## src/rtl/frame_shape_color_detector.sv

```systemverilog
// frame_shape_color_detector: per-frame red/blue band profile of the 176x144 image window,
// reduced at vsync to a dominant colour and coarse shape for the treasure-report pins.
module frame_shape_color_detector #(
    parameter int SCREEN_WIDTH  = 176,
    parameter int SCREEN_HEIGHT = 144,
    parameter int BAND_H        = 48,
    parameter int R_MIN         = 5,
    parameter int B_MIN         = 2,
    parameter int MIN_PIXELS    = 400
) (
    input  logic       CLK,
    input  logic       RESET_N,
    input  logic [7:0] PIXEL_IN,
    input  logic [9:0] VGA_PIXEL_X,
    input  logic [9:0] VGA_PIXEL_Y,
    input  logic       VGA_VSYNC_NEG,
    output logic [1:0] COLOR,
    output logic [1:0] SHAPE,
    output logic       RESULT_VALID
);
    typedef enum logic [1:0] {ACCUM, COLOR_DEC, SHAPE_DEC, PUBLISH} state_t;

    localparam logic [9:0]  WIN_W   = 10'(SCREEN_WIDTH);
    localparam logic [9:0]  WIN_H   = 10'(SCREEN_HEIGHT);
    localparam logic [9:0]  BAND1_Y = 10'(BAND_H);
    localparam logic [9:0]  BAND2_Y = 10'(2 * BAND_H);
    localparam logic [2:0]  RED_MIN = 3'(R_MIN);
    localparam logic [1:0]  BLU_MIN = 2'(B_MIN);
    localparam logic [15:0] MIN_TOT = 16'(MIN_PIXELS);
    localparam logic [13:0] CNT_MAX = '1;

    state_t      state, state_n;
    logic [9:0]  y_d;
    logic        win_d;
    logic        vs_q, vs_p, fall;
    logic        first_frame;
    logic [1:0]  dom, shp, band;
    logic        is_red, is_blue;
    logic [13:0] red_cnt [3];
    logic [13:0] blue_cnt [3];
    logic [13:0] t, m, b;
    logic [15:0] rt, bt;

    // PIXEL_IN arrives one cycle after its coordinates, so pair it with the delayed ones
    always_ff @(posedge CLK or negedge RESET_N) begin
        if (!RESET_N) begin
            y_d   <= '0;
            win_d <= 1'b0;
            vs_q  <= 1'b1;
            vs_p  <= 1'b1;
        end else begin
            y_d   <= VGA_PIXEL_Y;
            win_d <= (VGA_PIXEL_X < WIN_W) && (VGA_PIXEL_Y < WIN_H);
            vs_q  <= VGA_VSYNC_NEG;
            vs_p  <= vs_q;
        end
    end

    assign fall    = vs_p & ~vs_q;
    assign is_red  = win_d && (PIXEL_IN[7:5] >= RED_MIN) && (PIXEL_IN[1:0] <= 2'd1);
    assign is_blue = win_d && (PIXEL_IN[1:0] >= BLU_MIN) && (PIXEL_IN[7:5] <= 3'd2);
    assign band    = (y_d < BAND1_Y) ? 2'd0 : (y_d < BAND2_Y) ? 2'd1 : 2'd2;
    assign rt      = 16'(red_cnt[0]) + 16'(red_cnt[1]) + 16'(red_cnt[2]);
    assign bt      = 16'(blue_cnt[0]) + 16'(blue_cnt[1]) + 16'(blue_cnt[2]);
    assign t       = (dom == 2'b10) ? blue_cnt[0] : red_cnt[0];
    assign m       = (dom == 2'b10) ? blue_cnt[1] : red_cnt[1];
    assign b       = (dom == 2'b10) ? blue_cnt[2] : red_cnt[2];

    always_ff @(posedge CLK or negedge RESET_N) begin
        if (!RESET_N) begin
            for (int k = 0; k < 3; k++) begin
                red_cnt[k]  <= '0;
                blue_cnt[k] <= '0;
            end
        end else if (state == PUBLISH) begin
            for (int k = 0; k < 3; k++) begin
                red_cnt[k]  <= '0;
                blue_cnt[k] <= '0;
            end
        end else if (state == ACCUM) begin
            for (int k = 0; k < 3; k++) begin
                if (band == 2'(k) && is_red && red_cnt[k] != CNT_MAX)
                    red_cnt[k] <= red_cnt[k] + 14'd1;
                if (band == 2'(k) && is_blue && blue_cnt[k] != CNT_MAX)
                    blue_cnt[k] <= blue_cnt[k] + 14'd1;
            end
        end
    end

    always_ff @(posedge CLK or negedge RESET_N) begin
        if (!RESET_N) state <= ACCUM;
        else          state <= state_n;
    end

    always_comb begin
        state_n = state;
        state_n = (state == ACCUM)     ? (fall ? COLOR_DEC : ACCUM) :
                  (state == COLOR_DEC) ? SHAPE_DEC :
                  (state == SHAPE_DEC) ? PUBLISH : ACCUM;
    end

    // the first publish after reset covers a partial frame, so it is suppressed
    always_ff @(posedge CLK or negedge RESET_N) begin
        if (!RESET_N) begin
            dom          <= 2'b00;
            shp          <= 2'b00;
            COLOR        <= 2'b00;
            SHAPE        <= 2'b00;
            RESULT_VALID <= 1'b0;
            first_frame  <= 1'b1;
        end else begin
            RESULT_VALID <= (state == PUBLISH) && !first_frame;
            if (state == COLOR_DEC)
                dom <= (rt > bt && rt >= MIN_TOT) ? 2'b01 :
                       (bt > rt && bt >= MIN_TOT) ? 2'b10 : 2'b00;
            if (state == SHAPE_DEC)
                shp <= (dom == 2'b00)     ? 2'b00 :
                       (t < m && m < b)   ? 2'b01 :
                       (m > t && m > b)   ? 2'b10 : 2'b11;
            if (state == PUBLISH) begin
                if (!first_frame) begin
                    COLOR <= dom;
                    SHAPE <= shp;
                end
                first_frame <= 1'b0;
            end
        end
    end
endmodule
```

## config.mk

```make
export PLATFORM = sky130hd
export DESIGN_NAME = frame_shape_color_detector
export DESIGN_NICKNAME = d
export VERILOG_FILES = /design/src/rtl/frame_shape_color_detector.sv
export SDC_FILE = /design/constraint.sdc
export NUM_CORES = 1
export LEC_CHECK = 0
export CAP_MARGIN = 15
export CORE_MARGIN = 2
export CORE_UTILIZATION = 70
export DETAILED_ROUTE_END_ITERATION = 8
export DONT_BUFFER_PORTS = 1
export PLACE_DENSITY = 0.92
export SYNTH_ARGS = -nofsm -noshare
export SYNTH_HDL_FRONTEND = slang
export SYNTH_SLANG_ARGS = --single-unit
```

## constraint.sdc

```tcl
create_clock -name CLK -period 10.5 [get_ports CLK]
set_clock_uncertainty 0.05 [all_clocks]
set_input_delay 1.05 -clock CLK [delete_from_list [all_inputs] [get_ports CLK]]
set_output_delay 1.05 -clock CLK [all_outputs]
set_load 0.01 [all_outputs]
```

# Word level (Yosys, flattened, before mapping)
# Cells that the tools add are included.
[totals]
register_bits = 109
inputBits = 31
word_cells = 122
[op_classes]
n_addsub = 10
n_lt_le_gt_ge = 16
n_eq_ne = 12
mux = 24
n_bitwise = 3
reduce_logical = 40
[ops]
columns = ["op", "count"]
rows = [
  ["two-way mux 42 bit", 4],
  ["two-way mux 14 bit", 9],
  ["adder 14 x 1 -> 14 bit, second input constant", 6],
  ["!= test 14 bit, second input constant", 6],
  ["adder 15 x 14 -> 16 bit", 2],
  [">= comparator 16 x 9 -> 1 bit, second input constant", 2],
  ["greater-than comparator 16 bit", 2],
  ["adder 14 x 14 -> 15 bit", 2],
  ["greater-than comparator 14 bit", 2],
  ["less-than comparator 14 bit", 2],
  ["logical AND 1 bit", 22],
  ["less-than comparator 10 x 8 -> 1 bit, second input constant", 2],
  ["two-way mux 2 bit", 9],
  ["AND reduction 2 bit", 7],
  ["nonzero test 2 bit", 7],
  ["less-than comparator 10 x 6 -> 1 bit, second input constant", 1],
  ["less-than comparator 10 x 7 -> 1 bit, second input constant", 1],
  ["== test 2 bit, second input constant", 4],
  ["zero test 2 bit", 3],
  ["== test 2 x 1 -> 1 bit, second input constant", 2],
  [">= comparator 3 bit, second input constant", 1],
  ["<= comparator 3 x 2 -> 1 bit, second input constant", 1],
  [">= comparator 2 bit, second input constant", 1],
  ["<= comparator 2 x 1 -> 1 bit, second input constant", 1],
  ["4 further kinds", 6],
]

# Logic depth before layout (Yosys ltp)
[depth]
word_depth = 9
depth_mapped = 20
mapped_depth_nobuf = 20

# Least setup slack after synthesis
# No wires, ideal clock.
[synth_timing]
kind = "reg2reg"
start = "register blue_cnt[4] in the netlist's numbering"
end = "register dom[0]"
setup_ns = 0.122
arrival_time_ns = 4.114
required_time_ns = 10.328
path_slack_ns = 6.215
path_stages_with_launch = 19
period_less_slack_ns = 4.285
cell_sequence = "dfrtp_1 > fa_1 > ha_1 > and3_1 > a221oi_2 > a31oi_1 > a21o_1 > a21oi_1 > o21bai_1 > a21oi_1 > xnor2_1 > ha_1 > nand2_1 > nor3_1 > o21ai_0 > a22oi_1 > o21ai_0 > a311o_1 > a32o_1"
[synth_via]
elab_chain_cells = 4
[synth_lines]
columns = ["item", "line", "text"]
rows = [
  ["start: declaration", "40", "logic [13:0] blue_cnt [3];"],
  ["start signal: indexed assignment", "85", "blue_cnt[k] <= blue_cnt[k] + 14'd1;"],
  ["adder 15 x 14 -> 16 bit", "64", "assign bt = 16'(blue_cnt[0]) + 16'(blue_cnt[1]) + 16'(blue_cnt[2]);"],
  ["greater-than comparator 16 bit", "114", "dom <= (rt > bt && rt >= MIN_TOT) ? 2'b01 :"],
  ["logical AND 1 bit", "114", ""],
  ["two-way mux 2 bit", "114", ""],
  ["end signal: assignment", "114", ""],
  ["end: declaration", "37", "logic [1:0] dom, shp, band;"],
]
# Every way passes these cells.
# A chain may end at the register's enable or synchronous reset.

# Worst setup path in the final report
[layout_timing]
start = "register blue_cnt[32] in the netlist's numbering"
end = "register dom[0]"
[layout_via]
elab_chain_cells = 5
[layout_lines]
columns = ["item", "line"]
rows = [
  ["adder 14 x 14 -> 15 bit", "64"],
  ["adder 15 x 14 -> 16 bit", "64"],
  ["greater-than comparator 16 bit", "114"],
  ["logical AND 1 bit", "114"],
  ["two-way mux 2 bit", "114"],
]
# Every way passes these cells.

==> impl_metrics.ini <==
[layout]
final_util_pct = 74.7
fillCellCount = 814
final_nets = 1061
drive_above_1_share_pct = 5.51
syn2layout_area_growth_pct = 5.21
insertedDiodeCount = 0
stdcell_count = 1073

[routing]
routed_wirelength_mm = 22.7
top_layer_used = met4
drc = 0
drt_iter0_markers = 801
met2WireLength_mm = 10.3
post_drt_wl_per_cell_um = 21.1
wirelength_met1_mm = 9.01
vias = 7325
wl_met3_mm = 2.06
vias_per_cell = 6.83
firstDrtPassIters = 8
drt.antenna.violating_nets = 0

[synth]
mappedNetlistArea_sq_mm = 0.00846
number_of_enable_type_register_cells_in_the_synthesized_netlist = 0
syn_nets = 1072
synthesis.area_per_instance_sq_um = 9.07
postSynthCellCount = 932
ys_seq_area_share_pct = 31.1
asr_flop_ratio_synth_pct = 100
synth.distinct_cells = 62
yosys_warnings = 0
synthFlopType = sky130_fd_sc_hd__dfrtp_1
synth-seq-cells = 105

[timing]
setup_repair_after_global_routing_missed_its_margin = no
layout_min_cycle_time_ns = 4.98
worstMarginPinSlew_ns = 0.842
layout_setup_ws_ns = 5.52
fmaxAchievable_mhz = 201
report.final.hold_viol_count = 0
timing_max_transition_violations_final = 0
finalSetupTns_ns = 0
finalSetupViolations = 0
maxSlewHeadroom_pct = 43.9
timing.final.crit_share_pct = 47.4

[clocking]
postCtsSetupBuffers = 0
cts-root-to-sink-buffers = 2
h-tree-depth = 3
cts_made_buffers = 9
clk_pin_slew_worst_paths_ns = 0.08
post_cts_resized = 0
clock-root-buffer = sky130_fd_sc_hd__clkbuf_16
numClockSinks = 105
cts_tree = done
postCtsHoldBufs = 0
clkLatencyLatePin_ns = 0.35

[global_routing]
largest_net_degree_at_the_start_of_global_routing = 106
grt_overflow_total = 0
grt_first_pass_wirelength_mm = 35.9
antenna_found_initial = 0
grt_pass1_vias = 6845
globalRouteTotalUtil_pct = 36.2

[placement]
placed_cells_incl_taps = 1057
gp_routability_congestion = 0.994
dp_hpwl_mm = 16.2
buffer_ports.inserted = 0
place_worst_setup_slack_ns = 5.63

[die]
die_height_um = 114
initial_core_util_pct = 71.0
fp_rows = 40
design.core.area_sq_mm = 0.0119
die_area_sq_mm = 0.0130
num_io_pins = 36
die_w_um = 114

[power_and_ir_drop]
irDropWorstVdd_mv = 0.189
post-layout-total-power_w = 0.00300
p_leak_nw = 4.01
power_density_mw_per_mm2 = 337

[setup_path]
reg2reg_slack_ns = 5.52
worstSetupPathDepth = 18
critical_path.max_stage_delay_ns = 0.55
crit_path_leading_delay_family = compound AO/OA/AOI/OAI gates
cp.buffers_inverters = 0
crit_start = blue_cnt[32]$_DFFE_PN0P_
slowest_stage = sky130_fd_sc_hd__dfrtp_1
critical_path.max_fanout = 7
required_ns = 10.70
critical_path.reg2reg.endpoint = dom[0]$_DFFE_PN0N_
r2r_start = blue_cnt[32]$_DFFE_PN0P_
critical_path.endpoint_type = flip-flop
cp.arrival_ns = 5.18
rr_worst_depth = 18
worst-setup-path-type = reg -> reg
startpoint_type = flip-flop
path_cells = fa_1 -> ha_1 -> and3_1 -> a221oi_2 -> a31oi_1 -> a21o_1 -> a21oi_1 -> o21bai_1 -> a21oi_1 -> xnor2_1 -> ha_1 -> nand2_1 -> nor3_1 -> o21ai_0 -> a22oi_1 -> o21ai_0 -> a311o_1 -> a32o_1

[job]
timing.max_cap.violations = 0

[worst_hold_path]
min_to = vs_p$_DFF_PN1_
worst_hold_path_depth = 0
hp-start = vs_q$_DFF_PN1_
min-delay-path-class = reg -> reg

[run_status]
status = complete, no violations
## report_power, final
group | switching, W | leakage (nW) | internal, W
combinational | 0.00105 | 2.49 | 0.000802
clock | 0.000163 | 0.162 | 0.000219
sequential | 0.000244 | 1.36 | 0.000522
## logic make-up after synthesis
family	share of synthesized area (%)
simple gates	20.1
compound gates	13.2
fa+ha+maj	18.8
flops	31.1
xor+xnor	8.18
buf+inv	3.60
mux	5.00
## Yosys cell counts, types with 8 or more instances
cell                         n  area (sq um)
sky130_fd_sc_hd__and4_1     12           105
sky130_fd_sc_hd__nand2_1    72           270
sky130_fd_sc_hd__clkbuf_1   14          52.6
sky130_fd_sc_hd__inv_1      53           199
sky130_fd_sc_hd__xor2_1     26           228
sky130_fd_sc_hd__nor4_1      8          50.1
sky130_fd_sc_hd__nor3_1     52           260
sky130_fd_sc_hd__nor2_1     94           353
sky130_fd_sc_hd__mux2i_1    22           220
sky130_fd_sc_hd__xnor2_1    53           464
sky130_fd_sc_hd__a21o_1     25           188
sky130_fd_sc_hd__or3_1      13          81.3
sky130_fd_sc_hd__fa_1       30           601
sky130_fd_sc_hd__ha_1       79           988
sky130_fd_sc_hd__a21oi_1    57           285
sky130_fd_sc_hd__mux2_2     18           203
sky130_fd_sc_hd__nand4_1    17           106
sky130_fd_sc_hd__nor2b_1    11          68.8
sky130_fd_sc_hd__o21ai_0    47           235
sky130_fd_sc_hd__dfrtp_1   102          2550
sky130_fd_sc_hd__nand3_1    31           155
## layer usage
layer	global-route usage, %	vias up
li1	-	3288
met5	0	-
met1	48.6	3498
met4	17.3	0
met2	57.1	436
met3	6.80	103
## through the flow
step | cell area, sq um | hold slack, ns
6_report | 8900 | 0.314
3_5_place_dp | 8570 | 0.306
4_1_cts | 8900 | 0.316
3_3_place_gp | 8570 | 0.305
5_1_grt | 8900 | 0.321
2_1_floorplan | 8460 | 0.301
## placed cells by master (no fill, tap or decap), types with 5 or more instances in the layout
| master | n |
|---|---|
| sky130_fd_sc_hd__and4_1 | 12 |
| sky130_fd_sc_hd__o21ai_0 | 47 |
| sky130_fd_sc_hd__o211ai_1 | 5 |
| sky130_fd_sc_hd__nor3_1 | 52 |
| sky130_fd_sc_hd__xor2_1 | 26 |
| sky130_fd_sc_hd__mux2_2 | 18 |
| sky130_fd_sc_hd__nor2b_1 | 10 |
| sky130_fd_sc_hd__mux2i_1 | 22 |
| sky130_fd_sc_hd__a21o_1 | 25 |
| sky130_fd_sc_hd__inv_1 | 53 |
| sky130_fd_sc_hd__nor2_1 | 93 |
| sky130_fd_sc_hd__fa_1 | 30 |
| sky130_fd_sc_hd__or3_1 | 13 |
| sky130_fd_sc_hd__nor4_1 | 8 |
| sky130_fd_sc_hd__ha_1 | 79 |
| sky130_fd_sc_hd__xnor2_1 | 53 |
| sky130_fd_sc_hd__a31oi_1 | 6 |
| sky130_fd_sc_hd__a21oi_1 | 57 |
| sky130_fd_sc_hd__nand2_1 | 72 |
| sky130_fd_sc_hd__nand3_1 | 31 |
| sky130_fd_sc_hd__and3_1 | 6 |
| sky130_fd_sc_hd__a211oi_1 | 6 |
| sky130_fd_sc_hd__clkbuf_16 | 9 |
| sky130_fd_sc_hd__dfrtp_1 | 102 |
| sky130_fd_sc_hd__nand4_1 | 17 |
## cell type report
| cell class | count | area, sq um | area share (%) |
|---|---|---|---|
| Multi-Input combinational cell | 750 | 5540 | 62.2 |
| Sequential cell | 105 | 2630 | 29.6 |
| Clock buffer | 11 | 243 | 2.73 |
| Inverter | 53 | 199 | 2.24 |
| Tap cell | 147 | 184 | 2.07 |
| Clock inverter | 5 | 88.8 | 0.998 |
| Timing Repair Buffer | 2 | 15.0 | 0.169 |
## how the worst max path moves through the flow
stage          slack [ns]                 end
3_5_place_dp         5.63  dom[0]$_DFFE_PN0N_
5_1_grt              5.24  dom[0]$_DFFE_PN0N_
4_1_cts              5.61  dom[0]$_DFFE_PN0N_
3_3_place_gp         5.74  dom[0]$_DFFE_PN0N_
2_1_floorplan        6.21  dom[0]$_DFFE_PN0N_
6_report             5.52  dom[0]$_DFFE_PN0N_
## registers in the layout, indices dropped and copies added, names as in the netlist
signal        flops
red_cnt          42
y_d               6
COLOR             2
vs_q              1
SHAPE             2
RESULT_VALID      1
vs_p              1
dom               2
shp               2
state             2
first_frame       1
win_d             1
blue_cnt         42
No activity file was read; power rests on OpenSTA's default activity.
